===== config.mk =====
export PLATFORM = sky130hd
export DESIGN_NAME = seg_scan_flat
export DESIGN_NICKNAME = d
export VERILOG_FILES = /design/src/rtl/seg_scan_pkg.sv /design/src/rtl/seg_scan_if.sv /design/src/rtl/seg_scan_tick.sv /design/src/rtl/seg_scan.sv /design/src/flat_wrapper.sv
export SDC_FILE = /design/constraint.sdc
export NUM_CORES = 1
export LEC_CHECK = 0
export CAP_MARGIN = 20
export CELL_PAD_IN_SITES_DETAIL_PLACEMENT = 1
export CELL_PAD_IN_SITES_GLOBAL_PLACEMENT = 2
export CORE_UTILIZATION = 30
export DETAILED_ROUTE_END_ITERATION = 10
export PLACE_DENSITY = 0.76
export SLEW_MARGIN = 0
export SYNTH_ARGS = -nofsm -noshare
export SYNTH_HDL_FRONTEND = slang
export SYNTH_SLANG_ARGS = --single-unit

===== constraint.sdc =====
create_clock -name clk -period 3.6 [get_ports clk]
set_clock_uncertainty 0.1 [all_clocks]
set_input_delay 0.9 -clock clk [delete_from_list [all_inputs] [get_ports clk]]
set_output_delay 0.9 -clock clk [all_outputs]
set_load 0.01 [all_outputs]

===== src/rtl/seg_scan_pkg.sv =====
// Shared constants, scan state encoding and pin-polarity helper for the
// multiplexed seven-segment scanner.
package seg_scan_pkg;

  localparam int NUM_DIGITS = 6;
  localparam int SEG_W      = 8;
  localparam int IDX_W      = 3;

  typedef enum logic {
    BLANK = 1'b0,
    DRIVE = 1'b1
  } scan_state_e;

  // Maps a logical "1 = lit/enabled" vector onto the physical pin level.
  function automatic logic [SEG_W-1:0] apply_pol(input logic [SEG_W-1:0] v,
                                                 input logic active_low);
    return active_low ? ~v : v;
  endfunction

endpackage


===== src/rtl/seg_scan_if.sv =====
// Pattern input and physical display bus of the seven-segment scanner.
interface seg_scan_if;
  import seg_scan_pkg::*;

  logic                        en;
  logic [NUM_DIGITS*SEG_W-1:0] seg_i;
  logic [NUM_DIGITS-1:0]       blink_mask;
  logic [SEG_W-1:0]            seg_o;
  logic [NUM_DIGITS-1:0]       dig_o;
  logic                        frame_o;

  modport master (
    output en, seg_i, blink_mask,
    input  seg_o, dig_o, frame_o
  );

  modport slave (
    input  en, seg_i, blink_mask,
    output seg_o, dig_o, frame_o
  );

endinterface


===== src/rtl/seg_scan_tick.sv =====
// Dwell counter: counts cycles spent in the current scan state and pulses tc
// on the last one; clear holds it at zero.
module scan_tick #(
  parameter int CNT_W = 1
) (
  input  logic             clk,
  input  logic             rst,
  input  logic             clear,
  input  logic [CNT_W-1:0] limit,
  output logic             tc
);

  logic [CNT_W-1:0] cnt_reg;

  assign tc = (cnt_reg == limit);

  // Wrapping at limit keeps the counter from ever overflowing its width.
  always_ff @(posedge clk) begin
    if (rst || clear || tc) begin
      cnt_reg <= '0;
    end else begin
      cnt_reg <= cnt_reg + CNT_W'(1);
    end
  end

endmodule


===== src/rtl/seg_scan.sv =====
// Six-digit seven-segment scanner with per-frame pattern snapshot and
// inter-digit blanking. Optional digit blinking under SEG_SCAN_BLINK_EN.
module seg_scan
  import seg_scan_pkg::*;
#(
  parameter int DIGIT_CYCLES = 50000,
  parameter int BLANK_CYCLES = 500,
  parameter int ACTIVE_LOW   = 1,
  parameter int BLINK_FRAMES = 64
) (
  input  logic       clk,
  input  logic       rst,
  seg_scan_if.slave  bus
);

  localparam int MAX_CYC = (DIGIT_CYCLES > BLANK_CYCLES) ? DIGIT_CYCLES : BLANK_CYCLES;
  localparam int CNT_W   = (MAX_CYC > 1) ? $clog2(MAX_CYC) : 1;
  localparam logic [CNT_W-1:0] DIG_LIM = CNT_W'(DIGIT_CYCLES - 1);
  localparam logic [CNT_W-1:0] BLK_LIM = CNT_W'(BLANK_CYCLES - 1);
  localparam logic POL_LOW = (ACTIVE_LOW != 0);
  localparam logic [SEG_W-1:0] SEG_OFF = POL_LOW ? {SEG_W{1'b1}} : {SEG_W{1'b0}};
  localparam logic [NUM_DIGITS-1:0] DIG_OFF = POL_LOW ? {NUM_DIGITS{1'b1}} : {NUM_DIGITS{1'b0}};

  scan_state_e      state_reg, state_next;
  logic [IDX_W-1:0] idx_reg, idx_next;
  // hold_reg marks "idle, outputs off": the next enabled cycle opens a fresh frame.
  logic             hold_reg, hold_next;
  logic             take_snap;
  logic             tick_clear;
  logic             tick_tc;
  logic [CNT_W-1:0] tick_limit;
  logic             blank_digit;

  logic [SEG_W-1:0] pat_in   [NUM_DIGITS];
  logic [SEG_W-1:0] snap_reg [NUM_DIGITS];
  logic [SEG_W-1:0] snap_sel;
  logic [SEG_W-1:0] seg_log;
  logic [SEG_W-1:0] dig_log_wide;
  logic [SEG_W-1:0] seg_pin;
  logic [SEG_W-1:0] dig_pin_wide;

  logic [SEG_W-1:0]      seg_reg;
  logic [NUM_DIGITS-1:0] dig_reg;
  logic                  frame_reg;

  genvar gi;
  generate
    for (gi = 0; gi < NUM_DIGITS; gi++) begin : g_unpack
      assign pat_in[gi] = bus.seg_i[gi*SEG_W +: SEG_W];
    end
  endgenerate

  assign tick_limit = (state_reg == DRIVE) ? DIG_LIM : BLK_LIM;
  assign tick_clear = hold_reg || !bus.en;

  scan_tick #(
    .CNT_W (CNT_W)
  ) u_tick (
    .clk   (clk),
    .rst   (rst),
    .clear (tick_clear),
    .limit (tick_limit),
    .tc    (tick_tc)
  );

  always_comb begin
    state_next = state_reg;
    idx_next   = idx_reg;
    hold_next  = hold_reg;
    take_snap  = 1'b0;
    if (!bus.en) begin
      state_next = BLANK;
      idx_next   = '0;
      hold_next  = 1'b1;
    end else if (hold_reg) begin
      state_next = BLANK;
      idx_next   = '0;
      hold_next  = 1'b0;
      take_snap  = 1'b1;
    end else if (tick_tc) begin
      if (state_reg == BLANK) begin
        state_next = DRIVE;
      end else begin
        state_next = BLANK;
        if (idx_reg == IDX_W'(NUM_DIGITS - 1)) begin
          idx_next  = '0;
          take_snap = 1'b1;
        end else begin
          idx_next = idx_reg + IDX_W'(1);
        end
      end
    end
  end

`ifdef SEG_SCAN_BLINK_EN
  localparam int FC_W = $clog2(BLINK_FRAMES + 1);

  logic [FC_W-1:0]       frm_cnt_reg, frm_cnt_next;
  logic                  phase_reg, phase_next;
  logic [NUM_DIGITS-1:0] mask_reg, mask_next;

  // frm_cnt counts frames started in the current phase; the phase flips as
  // the frame after BLINK_FRAMES completed ones begins.
  always_comb begin
    frm_cnt_next = frm_cnt_reg;
    phase_next   = phase_reg;
    mask_next    = mask_reg;
    if (take_snap) begin
      mask_next = bus.blink_mask;
      if (frm_cnt_reg == FC_W'(BLINK_FRAMES)) begin
        phase_next   = ~phase_reg;
        frm_cnt_next = FC_W'(1);
      end else begin
        frm_cnt_next = frm_cnt_reg + FC_W'(1);
      end
    end
  end

  assign blank_digit = phase_next && mask_next[idx_next];

  always_ff @(posedge clk) begin
    if (rst) begin
      frm_cnt_reg <= '0;
      phase_reg   <= 1'b0;
      mask_reg    <= '0;
    end else begin
      frm_cnt_reg <= frm_cnt_next;
      phase_reg   <= phase_next;
      mask_reg    <= mask_next;
    end
  end
`else
  logic unused_blink;
  assign unused_blink = ^bus.blink_mask;
  assign blank_digit  = 1'b0;
`endif

  // Outputs are computed from the next state so the pins change together
  // with the state and never show a stale digit.
  always_comb begin
    snap_sel     = take_snap ? pat_in[idx_next] : snap_reg[idx_next];
    seg_log      = '0;
    dig_log_wide = '0;
    if (state_next == DRIVE) begin
      dig_log_wide = SEG_W'(1) << idx_next;
      if (!blank_digit) begin
        seg_log = snap_sel;
      end
    end
    seg_pin      = apply_pol(seg_log, POL_LOW);
    dig_pin_wide = apply_pol(dig_log_wide, POL_LOW);
  end

  always_ff @(posedge clk) begin
    if (rst) begin
      state_reg <= BLANK;
      idx_reg   <= '0;
      hold_reg  <= 1'b1;
      snap_reg  <= '{default: '0};
      seg_reg   <= SEG_OFF;
      dig_reg   <= DIG_OFF;
      frame_reg <= 1'b0;
    end else begin
      state_reg <= state_next;
      idx_reg   <= idx_next;
      hold_reg  <= hold_next;
      if (take_snap) begin
        snap_reg <= pat_in;
      end
      seg_reg   <= seg_pin;
      dig_reg   <= dig_pin_wide[NUM_DIGITS-1:0];
      frame_reg <= take_snap;
    end
  end

  assign bus.seg_o   = seg_reg;
  assign bus.dig_o   = dig_reg;
  assign bus.frame_o = frame_reg;

endmodule


===== src/flat_wrapper.sv =====
// flat-port wrapper written by rule: the top's interface ports become plain ports
module seg_scan_flat import seg_scan_pkg::*;
#(
  parameter int DIGIT_CYCLES = 50000,
  parameter int BLANK_CYCLES = 500,
  parameter int ACTIVE_LOW   = 1,
  parameter int BLINK_FRAMES = 64
)
  (clk, rst, bus_en, bus_seg_i, bus_blink_mask, bus_seg_o, bus_dig_o, bus_frame_o);
  seg_scan_if bus_i ();
  input  logic clk;
  input  logic rst;
  input wire logic [$bits(bus_i.en)-1:0] bus_en;
  input wire logic [$bits(bus_i.seg_i)-1:0] bus_seg_i;
  input wire logic [$bits(bus_i.blink_mask)-1:0] bus_blink_mask;
  output wire logic [$bits(bus_i.seg_o)-1:0] bus_seg_o;
  output wire logic [$bits(bus_i.dig_o)-1:0] bus_dig_o;
  output wire logic [$bits(bus_i.frame_o)-1:0] bus_frame_o;
  assign bus_i.en = bus_en;
  assign bus_i.seg_i = bus_seg_i;
  assign bus_i.blink_mask = bus_blink_mask;
  assign bus_seg_o = bus_i.seg_o;
  assign bus_dig_o = bus_i.dig_o;
  assign bus_frame_o = bus_i.frame_o;
  seg_scan #(.DIGIT_CYCLES(DIGIT_CYCLES), .BLANK_CYCLES(BLANK_CYCLES), .ACTIVE_LOW(ACTIVE_LOW), .BLINK_FRAMES(BLINK_FRAMES)) u_core (.clk(clk), .rst(rst), .bus(bus_i));
endmodule

==> results.md <==
Hold path:
- The tightest min-delay check is of the reg -> reg type.
- Counting instances, the worst hold path has a depth of 2.
- The worst-case hold path end point is u_core.snap_reg[22].
- The start point of the worst hold path is u_core.snap_reg[22].

Floorplan:
- The die extent in y is 110 um.
- The total core area is between 10000 and 15000 um2.
- The I/O pin count is 72.
- The initial core utilization is a little under a third.
- The area of the die is 12100 um2.
- Row generation in the floorplan step produced 38 rows.
- The die width is 110 um.

STA:
- The relative max-transition margin is 48.7%.
- In the final timing run, aggregate negative setup slack is 0 ns.
- The max-slew violation total from the final report is 0.
- Of the available clock period, the critical path in the final layout requires between 80% and 90%.
- Setup repair after global routing left no endpoint under its margin.
- For this run, the top clock speed supported by timing is 323 MHz.
- The routed design could run at a clock period as short as 3.09 ns.
- The final hold violation count came to 0.
- The final setup violation count is 0.
- The slew at the pin closest to its max-slew limit is 0.766 ns.

Route:
- After detailed routing, the number of remaining DRC violations is 0.
- For this run, the detailed router's first-pass iteration total came to 4.
- Dividing the detail-routed via count by the number of cells gives 4.87.
- In this run, the number of DRC markers left after iteration 0 of detailed routing was 74.
- Summing over every cut layer, the via total after detailed routing is 2958.
- The wire length reported by the detailed router is 9160 um.
- The mean routed wirelength per cell is 15.1 um.
- The count of nets left with antenna violations once routing finished came out at 0.

Worst setup path:
- The worst register-to-register path has a depth of 9.
- The startpoint of the worst-slack reg-to-reg timing path is u_core.u_tick.cnt_reg[0].
- The worst setup path is of the reg -> reg kind.
- For the worst setup path, the data required time is 3.75 ns.
- Data arrives at the worst endpoint at 3.25 ns.
- The type of destination of the critical path is a register.
- The capturing point of the worst reg2reg path is u_core.bus.seg_o[6].
- STA classifies the critical path startpoint as a register.
- The worst setup slack for register-to-register paths is 0.51 ns.
- In this run the worst path has a maximum fanout of 11.

Final layout:
- The synthesis-to-layout area growth is 31.7%.
- In the final design database the tool counted 522 nets.
- The number of antenna diodes is 0.
- The flip-flop count of the largest register after layout is 48.
- The fraction of final layout cells sized beyond drive strength 1 is 8.55%.
- The count of placed standard cells in the final layout, fillers left out is 608.
- The final design area excluding fillers is 4590 um2.

Clocking:
- After clock tree synthesis, the setup repair step added 0 buffers.
- In this run the deepest clock path goes through 2 buffers.
- Post-CTS repair changed the size of 0 cells.
- The hold buffer count at cts is 0.
- For this design, the sink count on the clock tree is 84.
- The clock insertion delay at the later pin of the skew report is 0.33 ns.
- The root buffer cell chosen for the clock tree is sky130_fd_sc_hd__clkbuf_16.
- The H-tree was split into 3 levels.
- TritonCTS built the clock tree.
- In this run, CTS created clock tree buffers numbering 9.
- Clock-pin slew was measured on the worst setup and hold paths at roughly 0.06 ns.

Power:
- The power per unit of standard cell area is between 400 and 500 nW/um2.
- The net switching power of the design is 446 uW.
- The power share of the combinational group is approximately 7.4%.
- Of the total power, registers draw 45.9%.
- The reported leakage power is 1.60 nW.
- Power comes to 2.14 mW.
- The switching part of the total power is 20.9%.
- The part of the power in the clock network is 46.7%.
- The worst-case IR drop observed on VDD is 0.260 mV.
- The cell-internal power is 1.69 mW.

Yosys:
- The per-instance average area after synthesis is 8.60 um2.
- The mapped cell area is around 3500 um2.
- The post-synthesis net count is roughly 460.
- During synthesis, Yosys emitted a total of 0 warnings.
- The instance count of the mapped netlist is 405.
- The number of synthesized register bits is 84.
- Sequential cells were found to cover 48.3% of the synthesized design area.
- The unique cell type count in the Yosys netlist is 46.

Outcome:
- The flow ran to the end, and the final reports show no timing, DRC or antenna violations.

Global routing:
- The via count of the first global-routing pass is 3070.
- Global routing used 16.6% of the available tracks.
- In this run the most used layer during global routing was met2.
- Global routing consumed, on the met3 layer, 3.73% of the routing resources.
- The first-pass GRT wire length is approximately 15000 um.
- The total overflow left after global routing is 0.
- Entering global routing, the biggest net connects 50 pins.
- For met2 alone, demand over resource in global routing was 29.2%.
- The initial antenna violation count was 0.
- For met1 alone, demand over resource in global routing was 19.7%.

Job:
- The number of violations of the max-capacitance limit is 0.

Place:
- The number of buffers inserted by port buffering is 65.
- The routability congestion estimate is 0.725.
- Summed over all nets, the half-perimeter wirelength after detailed placement is about 6500 um.
- In this run, placement finished with an instance count of 593.
- Summing all placed instances gives a cell area of 4260 um2.
==> critical path: stages (launching register included) <==
cell and delay [ns]:
sky130_fd_sc_hd__dfxtp_1 0.38, sky130_fd_sc_hd__ha_1 0.24, sky130_fd_sc_hd__or4b_4 0.49, sky130_fd_sc_hd__nor3_4 0.27, sky130_fd_sc_hd__o211a_1 0.25, sky130_fd_sc_hd__mux2_2 0.47, sky130_fd_sc_hd__nor2b_1 0.19, sky130_fd_sc_hd__buf_4 0.18
sky130_fd_sc_hd__a22o_1 0.26, sky130_fd_sc_hd__a32oi_1 0.16
==> power groups by stage <==
stage	Clock [mW]	Combinational, mW	Sequential, mW
after floorplan	0	0.0799	0.995
after global placement	0	0.152	1.00
after detailed placement	0	0.160	1.00
after CTS	1.02	0.161	0.980
after global routing	1.05	0.176	0.983
final	0.998	0.157	0.980
==> cells by family (layout without fill, tap and decap cells) <==
group / Yosys count / after routing / synth area share, %
flip-flops: 84 / 84 / 48.3
AO/OA/AOI/OAI: 87 / 87 / 16.4
buffers and inverters: 26 / 89 / 3.95
XOR/XNOR: 11 / 11 / 2.76
multiplexers: 10 / 10 / 2.91
adder cells (fa/ha/maj): 1 / 1 / 0.359
AND/OR/NAND/NOR: 186 / 186 / 25.3
==> placed cells by master, fill, tap and decap left out, drive strengths merged, types with 4 or more instances in the layout <==
cell | netlist | layout
nand2 | 101 | 101
a32oi | 8 | 8
clkdlybuf4s50 | 0 | 65
mux2i | 9 | 9
o21ai | 6 | 6
or3 | 4 | 4
clkbuf | 10 | 11
nor3 | 14 | 14
nand2b | 9 | 9
a2bb2oi | 8 | 8
nand3 | 5 | 5
a21oi | 51 | 51
xnor2 | 6 | 6
buf | 14 | 7
and3 | 4 | 4
dfxtp | 84 | 84
nor2 | 31 | 31
a22o | 8 | 8
xor2 | 5 | 5
==> cell usage after synthesis (all sizes together) <==
master	n	share of area [%]
nor2b	3	0.54
nand3b	1	0.22
nor3	14	2.6
nor3b	2	0.72
nand2	101	11
nand3	5	0.72
mux2	1	0.32
o21ai	6	0.86
xnor2	6	1.5
or3b	2	0.50
a21o	1	0.25
a32oi	8	2.0
a21bo	1	0.29
or2b	2	0.43
a21oi	51	7.5
nand4	1	0.18
clkbuf	10	1.1
mux2i	9	2.6
or3	4	0.72
nand2b	9	1.8
nor4	2	0.72
or4b	1	0.39
o2111ai	1	0.75
and2	2	0.36
buf	14	2.7
xor2	5	1.3
o21a	2	0.43
inv	2	0.22
and4	1	0.25
nor2	31	3.3
or2	1	0.18
ha	1	0.36
dfxtp	84	48
o211a	1	0.29
and3	4	0.72
a22o	8	2.0
a2bb2oi	8	2.0
==> area by class of cell <==
cell class | instances | area (um2)
clock buffer | 11 | 253
multi-input combinational | 295 | 1680
tap | 140 | 175
timing repair buffer | 72 | 723
inverter | 2 | 7.51
fill | 1313 | 6490
clock inverter | 4 | 72.6
sequential | 84 | 1680
==> metrics by stage <==
stage                     setup WS [ns]  util [%]  hold slack (ns)
after detailed placement          0.459      38.5            0.347
after global placement            0.493      38.2            0.341
final                             0.505      41.4            0.355
after global routing              0.357      41.4            0.369
after CTS                         0.473      41.4            0.355
after floorplan                    1.02         -            0.326
==> worst max path at each step <==
stage                        startpoint             endpoint  slack, ns  depth (start not counted)
2_1_floorplan  u_core.u_tick.cnt_reg[0]  u_core.bus.seg_o[0]       1.02                          9
3_3_place_gp                     bus_en  u_core.bus.seg_o[6]       0.49                          8
3_5_place_dp                     bus_en  u_core.bus.seg_o[6]       0.46                          8
4_1_cts        u_core.u_tick.cnt_reg[0]  u_core.bus.seg_o[6]       0.47                          9
5_1_grt        u_core.u_tick.cnt_reg[0]   u_core.snap_reg[8]       0.36                          9
6_report       u_core.u_tick.cnt_reg[0]  u_core.bus.seg_o[6]       0.51                          9
==> metal layers <==
layer	vias up	routed length, um
li1	1496	-
met1	1401	4190
met2	47	4500
met3	14	292
met4	0	176
met5	-	0
Power figures use the tool's default switching activity.
